## config.mk

```make
export PLATFORM = sky130hd
export DESIGN_NAME = sys_deserialise_flat
export DESIGN_NICKNAME = d
export VERILOG_FILES = /design/src/rtl/sys_deserialise_if.sv /design/src/rtl/sys_deserialise.sv /design/src/flat_wrapper.sv
export SDC_FILE = /design/constraint.sdc
export NUM_CORES = 1
export LEC_CHECK = 0
export ABC_AREA = 1
export BUFFER_PORTS_ARGS = -buffer_cell sky130_fd_sc_hd__buf_2
export CAP_MARGIN = 25
export CORE_UTILIZATION = 55
export DETAILED_ROUTE_END_ITERATION = 8
export PLACE_DENSITY = 0.89
export SYNTH_ARGS = -nofsm -noshare
export SYNTH_HDL_FRONTEND = slang
export SYNTH_SLANG_ARGS = --single-unit
```

## constraint.sdc

```tcl
create_clock -name clk -period 4.75 [get_ports clk]
set_input_delay 0 -clock clk [delete_from_list [all_inputs] [get_ports clk]]
set_output_delay 0 -clock clk [all_outputs]
set_load 0.01 [all_outputs]
```

## src/rtl/sys_deserialise_if.sv

```systemverilog
// Row-collector bus: serial element input side and parallel row output side.
// master drives the serial stream, slave is the deserialiser.
interface sys_deserialise_if #(
  parameter int BitSize     = 8,
  parameter int NumOfNerves = 4,
  parameter int DepthOut    = 2
);
  localparam int RowW = $clog2(DepthOut + 1);

  logic                                in_valid;
  logic                                in_start;
  logic [BitSize-1:0]                  in_data;
  logic                                out_valid;
  logic                                out_start;
  logic                                out_last;
  logic [RowW-1:0]                     out_row;
  logic [NumOfNerves-1:0][BitSize-1:0] out_data;
  logic                                err_frame;

  modport master (
    output in_valid, in_start, in_data,
    input  out_valid, out_start, out_last, out_row, out_data, err_frame
  );

  modport slave (
    input  in_valid, in_start, in_data,
    output out_valid, out_start, out_last, out_row, out_data, err_frame
  );
endinterface

```

## src/rtl/sys_deserialise.sv

```systemverilog
// Serial-to-parallel row collector: packs NumOfNerves elements (first element to the
// highest index) into one row. Optional SYS_DESER_ZERO_PAD_EN flushes partial rows zero-filled.
module sys_deserialise #(
  parameter int BitSize     = 8,
  parameter int NumOfNerves = 4,
  parameter int DepthOut    = 2
) (
  input logic               clk,
  input logic               res,
  sys_deserialise_if.slave  bus
);
  localparam int CW = $clog2(NumOfNerves + 1);
  localparam int IW = $clog2(NumOfNerves);
  localparam int RW = $clog2(DepthOut + 1);
  localparam logic [CW-1:0] LAST_CNT = CW'(NumOfNerves - 1);
  localparam logic [RW-1:0] LAST_ROW = RW'(DepthOut - 1);

  typedef enum logic [0:0] {IDLE = 1'b0, FILL = 1'b1} state_t;
  typedef logic [NumOfNerves-1:0][BitSize-1:0] row_t;

  state_t          state_r, state_s;
  logic [CW-1:0]   cnt_r, cnt_s;
  logic [IW-1:0]   idx_s;
  row_t            buf_r, buf_s, emit_data_s;
  logic            emit_s, err_s;
  logic [RW-1:0]   row_r;
  logic            out_valid_r, out_start_r, out_last_r, err_frame_r;
  logic [RW-1:0]   out_row_r;
  row_t            out_data_r;

  // Next-state, assembly-buffer and emission decode
  always_comb begin
    state_s     = state_r;
    cnt_s       = cnt_r;
    buf_s       = buf_r;
    emit_s      = 1'b0;
    err_s       = 1'b0;
    emit_data_s = buf_r;
    idx_s       = IW'(NumOfNerves - 1) - IW'(cnt_r);
    case (state_r)
      IDLE: begin
        if (bus.in_valid && bus.in_start) begin
          buf_s                  = '0;
          buf_s[NumOfNerves-1]   = bus.in_data;
          cnt_s                  = CW'(1);
          state_s                = FILL;
        end else if (bus.in_valid) begin
          err_s = 1'b1;
        end else begin
          state_s = IDLE;
        end
      end
      FILL: begin
        if (bus.in_valid && bus.in_start) begin
          // Restart: buffer is cleared so an unfinished row is already zero-padded
          err_s = 1'b1;
`ifdef SYS_DESER_ZERO_PAD_EN
          emit_s = 1'b1;
`else
          emit_s = 1'b0;
`endif
          buf_s                = '0;
          buf_s[NumOfNerves-1] = bus.in_data;
          cnt_s                = CW'(1);
        end else if (bus.in_valid) begin
          buf_s[idx_s] = bus.in_data;
          if (cnt_r == LAST_CNT) begin
            emit_s      = 1'b1;
            emit_data_s = buf_s;
            cnt_s       = '0;
            state_s     = IDLE;
          end else begin
            cnt_s = cnt_r + CW'(1);
          end
        end else begin
          state_s = FILL;
        end
      end
      default: begin
        state_s = IDLE;
        cnt_s   = '0;
      end
    endcase
  end

  // Collection state: FSM, element counter and assembly buffer
  always_ff @(posedge clk or posedge res) begin
    if (res) begin
      state_r <= IDLE;
      cnt_r   <= '0;
      buf_r   <= '0;
    end else begin
      state_r <= state_s;
      cnt_r   <= cnt_s;
      buf_r   <= buf_s;
    end
  end

  // Registered row output and group row counter
  always_ff @(posedge clk or posedge res) begin
    if (res) begin
      out_valid_r <= 1'b0;
      out_start_r <= 1'b0;
      out_last_r  <= 1'b0;
      err_frame_r <= 1'b0;
      out_row_r   <= '0;
      out_data_r  <= '0;
      row_r       <= '0;
    end else begin
      out_valid_r <= emit_s;
      out_start_r <= emit_s;
      out_last_r  <= emit_s && (row_r == LAST_ROW);
      err_frame_r <= err_s;
      if (emit_s) begin
        out_data_r <= emit_data_s;
        out_row_r  <= row_r;
        row_r      <= (row_r == LAST_ROW) ? '0 : row_r + RW'(1);
      end else begin
        out_data_r <= out_data_r;
        out_row_r  <= out_row_r;
        row_r      <= row_r;
      end
    end
  end

  assign bus.out_valid = out_valid_r;
  assign bus.out_start = out_start_r;
  assign bus.out_last  = out_last_r;
  assign bus.err_frame = err_frame_r;
  assign bus.out_row   = out_row_r;
  assign bus.out_data  = out_data_r;
endmodule
```

## src/flat_wrapper.sv

```systemverilog
// flat-port wrapper written by rule: the top's interface ports become plain ports
module sys_deserialise_flat 
#(
  parameter int BitSize     = 8,
  parameter int NumOfNerves = 4,
  parameter int DepthOut    = 2
)
  (clk, res, bus_in_valid, bus_in_start, bus_in_data, bus_out_valid, bus_out_start, bus_out_last, bus_out_row, bus_out_data, bus_err_frame);
  sys_deserialise_if #(.BitSize(BitSize), .NumOfNerves(NumOfNerves), .DepthOut(DepthOut)) bus_i ();
  input logic clk;
  input logic res;
  input wire logic [$bits(bus_i.in_valid)-1:0] bus_in_valid;
  input wire logic [$bits(bus_i.in_start)-1:0] bus_in_start;
  input wire logic [$bits(bus_i.in_data)-1:0] bus_in_data;
  output wire logic [$bits(bus_i.out_valid)-1:0] bus_out_valid;
  output wire logic [$bits(bus_i.out_start)-1:0] bus_out_start;
  output wire logic [$bits(bus_i.out_last)-1:0] bus_out_last;
  output wire logic [$bits(bus_i.out_row)-1:0] bus_out_row;
  output wire logic [$bits(bus_i.out_data)-1:0] bus_out_data;
  output wire logic [$bits(bus_i.err_frame)-1:0] bus_err_frame;
  assign bus_i.in_valid = bus_in_valid;
  assign bus_i.in_start = bus_in_start;
  assign bus_i.in_data = bus_in_data;
  assign bus_out_valid = bus_i.out_valid;
  assign bus_out_start = bus_i.out_start;
  assign bus_out_last = bus_i.out_last;
  assign bus_out_row = bus_i.out_row;
  assign bus_out_data = bus_i.out_data;
  assign bus_err_frame = bus_i.err_frame;
  sys_deserialise #(.BitSize(BitSize), .NumOfNerves(NumOfNerves), .DepthOut(DepthOut)) u_core (.clk(clk), .res(res), .bus(bus_i));
endmodule
```

Word level (Yosys, flattened, before mapping) --
Index checks and enable logic that the tools add are counted.
Word-level totals: bits in registers 75, bits of input ports 12, output and inout bits 38, word-level logic and storage cells 58
Cells by class: add/sub/neg operators 3, order comparisons 2, eq/ne operators 4, mux-type cells 29, bitwise operators 1, reduce and logical (&&, ||, !) cells 4
Operator list (count):
- two-way mux 32 bit | 7
- one-hot mux 32 bit (2 select lines) | 1
- bitwise mux 32 bit | 1
- demux 8 bit (select 2 bit) | 1
- two-way mux 3 bit | 4
- two-way mux 1 bit | 10
- two-way mux 8 bit | 1
- one-hot mux 3 bit (2 select lines) | 1
- one-hot mux 1 bit (2 select lines) | 2
- adder 3 x 1 -> 3 bit (second input constant) | 1
- equality test 3 x 2 -> 1 bit (second input constant) | 1
- logical AND 1 bit | 3
- less-than comparator 2 x 3 -> 1 bit (second input constant) | 1
- inequality test 3 bit (second input constant) | 1
- adder 2 x 1 -> 2 bit (second input constant) | 1
- equality test 2 x 1 -> 1 bit (second input constant) | 1
- greater-or-equal comparator 2 x 1 -> 1 bit (second input constant) | 1
- two-way mux 2 bit | 1
- inequality test 2 x 1 -> 1 bit (second input constant) | 1
- AND reduction 2 bit | 1
- subtractor 2 bit (first input constant) | 1
- inverter 1 bit | 1

Longest topological paths before layout --
depth after elaboration 10, depth in mapped cells 9, mapped depth without buffers 8

Worst setup path after synthesis --
No wires, ideal clock.
path kind reg-to-reg, start point register u_core.cnt_r[0], end point register u_core.buf_r[31] (netlist name), library setup time 0.116 ns, arrival 1.259 ns, required time 4.634 ns, setup slack 3.375 ns, cell stages (with the launch flop) 10, path buffers 1, period minus slack after synthesis 1.375 ns, cells stage by stage dfrtp_1 inv_1 ha_1 buf_2 inv_1 nand2_1 nand2_1 nand2_1 nand2_1 nand2_1
On the way: word-level cells in the longest chain between the ends 9, elaborated cells on any way between the ends 10, classes of those cells add/sub (1); order compare (2); mux (6); reduce/logical (1)
RTL lines:
- from (decl) | RTL line sys_deserialise.sv:22 | logic [CW-1:0] cnt_r, cnt_s;
- from (signal assigned) | RTL line sys_deserialise.sv:94 | cnt_r <= cnt_s;
- subtractor 2 bit * | RTL line sys_deserialise.sv:39 | idx_s = IW'(NumOfNerves - 1) - IW'(cnt_r);
- less-than comparator 2 x 3 -> 1 bit (not written as such) / greater-or-equal comparator 2 x 1 -> 1 bit (equally long branches) | RTL line sys_deserialise.sv:66 | buf_s[idx_s] = bus.in_data;
- logical AND 1 bit (not written as such) | RTL line sys_deserialise.sv:66
- two-way mux 8 bit (not written as such) | RTL line sys_deserialise.sv:66
- demux 8 bit (select 2 bit) *
- bitwise mux 32 bit * | RTL line sys_deserialise.sv:66
- two-way mux 32 bit * | RTL line sys_deserialise.sv:65 | end else if (bus.in_valid) begin
- two-way mux 32 bit * | RTL line sys_deserialise.sv:54 | if (bus.in_valid && bus.in_start) begin
- one-hot mux 32 bit (2 select lines) * | RTL line sys_deserialise.sv:40 | case (state_r)
- to (signal assigned) | RTL line sys_deserialise.sv:95 | buf_r <= buf_s;
- to (decl) | RTL line sys_deserialise.sv:24 | row_t buf_r, buf_s, emit_data_s;
Every way passes the cells marked *; elsewhere a longest branch is shown, timed or not. The select of a mux whose other input is x is not followed. A chain may end at the register's enable or synchronous reset.

Worst setup path after layout --
start point register u_core.state_r, end point register u_core.out_last_r, in the netlist u_core.bus.out_last
On the way: word-level cells in the longest chain between the ends 2
RTL lines:
- from (decl) | RTL line sys_deserialise.sv:21 | state_t state_r, state_s;
- from (signal assigned) | RTL line sys_deserialise.sv:93 | state_r <= state_s;
- two-way mux 1 bit | RTL line sys_deserialise.sv:40
- logical AND 1 bit | RTL line sys_deserialise.sv:112 | out_last_r <= emit_s && (row_r == LAST_ROW);
- to (signal assigned) | RTL line sys_deserialise.sv:112
- to (decl) | RTL line sys_deserialise.sv:27 | logic out_valid_r, out_start_r, out_last_r, err_frame_r;
No other way between the ends.

==> out/qor.txt <==
Drt pass-1 iters: 5
RSZ-0062 raised after global routing: no
Initial antenna violation count: 0
RR Startpoint: u_core.state_r
WP buf/inv: 0
Final hold vios: 0
TNS Setup: 0 ns
Worst IR Drop VDD: 0.315 mV
Post-synthesis cell type count: 20
Drt total wl: 7920 microns
Syn nets: 481
Area leader, netlist: dfrtp_1
Vias: 3,113
Power density over the cells: 555 nW/um^2
Worst path slowest cell: nor2_8
Setup CP Type: reg -> reg
Sequential-to-total area share from yosys stat: 0.521
Clk_skew: 0.00797 ns
CTS tree: built
Met3 wire len: 457 microns
Largest cells by area after synthesis: dfrtp_1 (52%), nand2_1 (20%), o21ai_0 (10%), inv_1 (6.0%), ha_1 (2.4%)
Critical Path Sink: u_core.bus.out_last
Largest stage delay, worst path: 0.72 ns
CP cell instances: nand3_2 > nor2_8 > nand2_1 > nor2_1
CP endpoint kind: flop
Worst-path fanout max: 47
Synthesized area: 3600 sq um
Die area: 6870 sq um
CP Launch Type: flop
Drt initial violations: 291
Worst path top cell family by delay: simple AND/OR/NAND/NOR gates
Ports: 50
Total grt overflow: 0
Mapped Cells: 462
Syn avg cell area: 7.79 sq um
Final net count: 522
Routed len/inst: 13.5 microns
Synthesized flop and latch total: 75
Max-slew headroom: 0.410
Top Layer Used: met4
Setup violators final: 0
Met1 WL: 3440 microns
Final min period: 2.20 ns
First-pass GRT wire length: 13,400 microns
DP HPWL: 5020 microns
Initial Utilization: 0.567
Vias in the first global route: 2,917
Core box area: 6350 sq um
Crit path DAT: 2.47 ns
FMAX: 455 MHz
Status: completed
Row cnt: 29
Max H-tree Level: 3
P_leak: 2.29 nW
Post-synth top area share: 0.521
Synth warn: 0
CP Launch Point: u_core.state_r
Clock sink total: 75
Worst-Skew Late Latency: 0.35 ns
Inserted Diodes: 0
Port bufs: 49
Area delta synth->final: 12.0%
Clk slew on worst S/H paths: 0.08 ns
Final Cycle Share: 0.463
Layout cells sized above 1: 0.148
Metal2 WL: 3850 microns
Worst-margin pin slew: 0.883 ns
Fill count: 521
Total power: 0.00224 W
R2r endpoint: u_core.bus.out_last
Root Buffer: clkbuf_8
GP Congestion: 0.821
Max-cap viol count: 0
Reg2reg setup slack: 2.55 ns
Number of remaining DRC errors: 0
Total GRT Usage: 0.246
HP Class: in -> reg
Die Wd: 82.9 microns
Die H: 82.9 microns
Drt via density: 5.32
Clk buf depth: 2
Cts repair resizes: 0
Setup ws final: 2.55 ns
Stages on worst setup path: 4
Util after Layout: 0.635
Path depth of the worst reg2reg path: 4
Fin. max-slew vios: 0
Pre-CTS WS: 2.55 ns
Largest net degree at the start of global routing: 76
Antenna viol nets, final: 0
TritonCTS Buffers: 9
Worst EP required: 5.03 ns
timing repair:
action | in CTS | in global routing
endpoints found under the hold margin | 75 | 0
setup buffers | 0 | 0
hold buffers | 1 | 0
how the worst min path moves through the flow:
stage                              end  cells past startpoint            from
2_1_floorplan           u_core.state_r                      2    bus_in_valid
3_3_place_gp   u_core.bus.out_data[19]                      3             res
3_5_place_dp   u_core.bus.out_data[20]                      3             res
4_1_cts               u_core.buf_r[24]                      5  bus_in_data[0]
5_1_grt               u_core.buf_r[24]                      5  bus_in_data[0]
6_report              u_core.buf_r[24]                      5  bus_in_data[0]
synth_stat cells (all sizes together):
cell type / number
a21oi: 3
buf: 12
clkbuf: 11
dfrtp: 75
ha: 7
inv: 60
nand2: 193
nand3: 12
nor2: 4
o21ai: 84
o22ai: 1
registers in the layout, summed over array words and instances, names as in the netlist:
| signal | cells |
|---|---|
| u_core.row_r | 2 |
| u_core.state_r | 1 |
| u_core.bus.out_data | 32 |
| u_core.bus.err_frame | 1 |
| u_core.buf_r | 32 |
| u_core.bus.out_valid | 1 |
| u_core.bus.out_last | 1 |
| u_core.bus.out_row | 2 |
| u_core.cnt_r | 3 |
cell families after synthesis:
family	count (synthesis)	share of synthesized area
buf+inv	83	0.102
fa+ha+maj	7	0.0243
simple gates	209	0.229
flops	75	0.521
compound gates	88	0.124
tightest hold or removal path: stages:
cell	delay [ns]
buf_2	0.15
nand3_1	0.09
nand2_1	0.05
nand2_1	0.06
nand2_1	0.04
layout make-up:
class	instances	area, sq um	area share
clock inverter	5	27.5	0.00683
tap	77	96.3	0.0239
multi-input combinational	304	1360	0.336
inverter	60	225	0.0559
sequential	75	1880	0.466
clock buffer	11	151	0.0376
timing repair buffer	53	298	0.0739
report_power, final:
part           switching (W)  internal (W)  total (W)
clock network       0.000235      0.000215   0.000449
logic               0.000561      0.000276   0.000837
registers           0.000106      0.000843   0.000950
total               0.000902       0.00133    0.00224
cells in the final DEF (no fill, tap or decap):
cell | Yosys | layout
nand2_1 | 192 | 192
o21ai_0 | 75 | 75
dfrtp_1 | 75 | 75
inv_1 | 58 | 57
buf_2 | 4 | 49
nand3_1 | 11 | 11
clkbuf_8 | 0 | 11
o21ai_1 | 9 | 9
ha_1 | 7 | 7
clkinv_2 | 0 | 4
inv_2 | 2 | 3
nor2_1 | 3 | 3
a21oi_1 | 2 | 2
buf_4 | 3 | 2
nand3_2 | 1 | 1
nor2_8 | 1 | 1
nand2_2 | 1 | 1
a21oi_2 | 1 | 1
o22ai_1 | 1 | 1
clkinvlp_4 | 0 | 1
dlygate4sd3_1 | 0 | 1
buf_16 | 0 | 1
metrics by stage:
| step | cell area (sq um) | hold slack [ns] | cells |
|---|---|---|---|
| 2_1_floorplan | 3600 | 0.183 | 462 |
| 3_3_place_gp | 3810 | 0.328 | 567 |
| 3_5_place_dp | 3810 | 0.338 | 567 |
| 4_1_cts | 4000 | 0.0567 | 584 |
| 5_1_grt | 4030 | 0.0848 | 585 |
| 6_report | 4030 | 0.0687 | 585 |
per-layer routing:
layer,GRT usage,vias up
met5,0,-
met4,0.108,0
met3,0.0378,15
met2,0.411,114
met1,0.320,1481
li1,-,1503
Power figures use the tool's default switching activity.
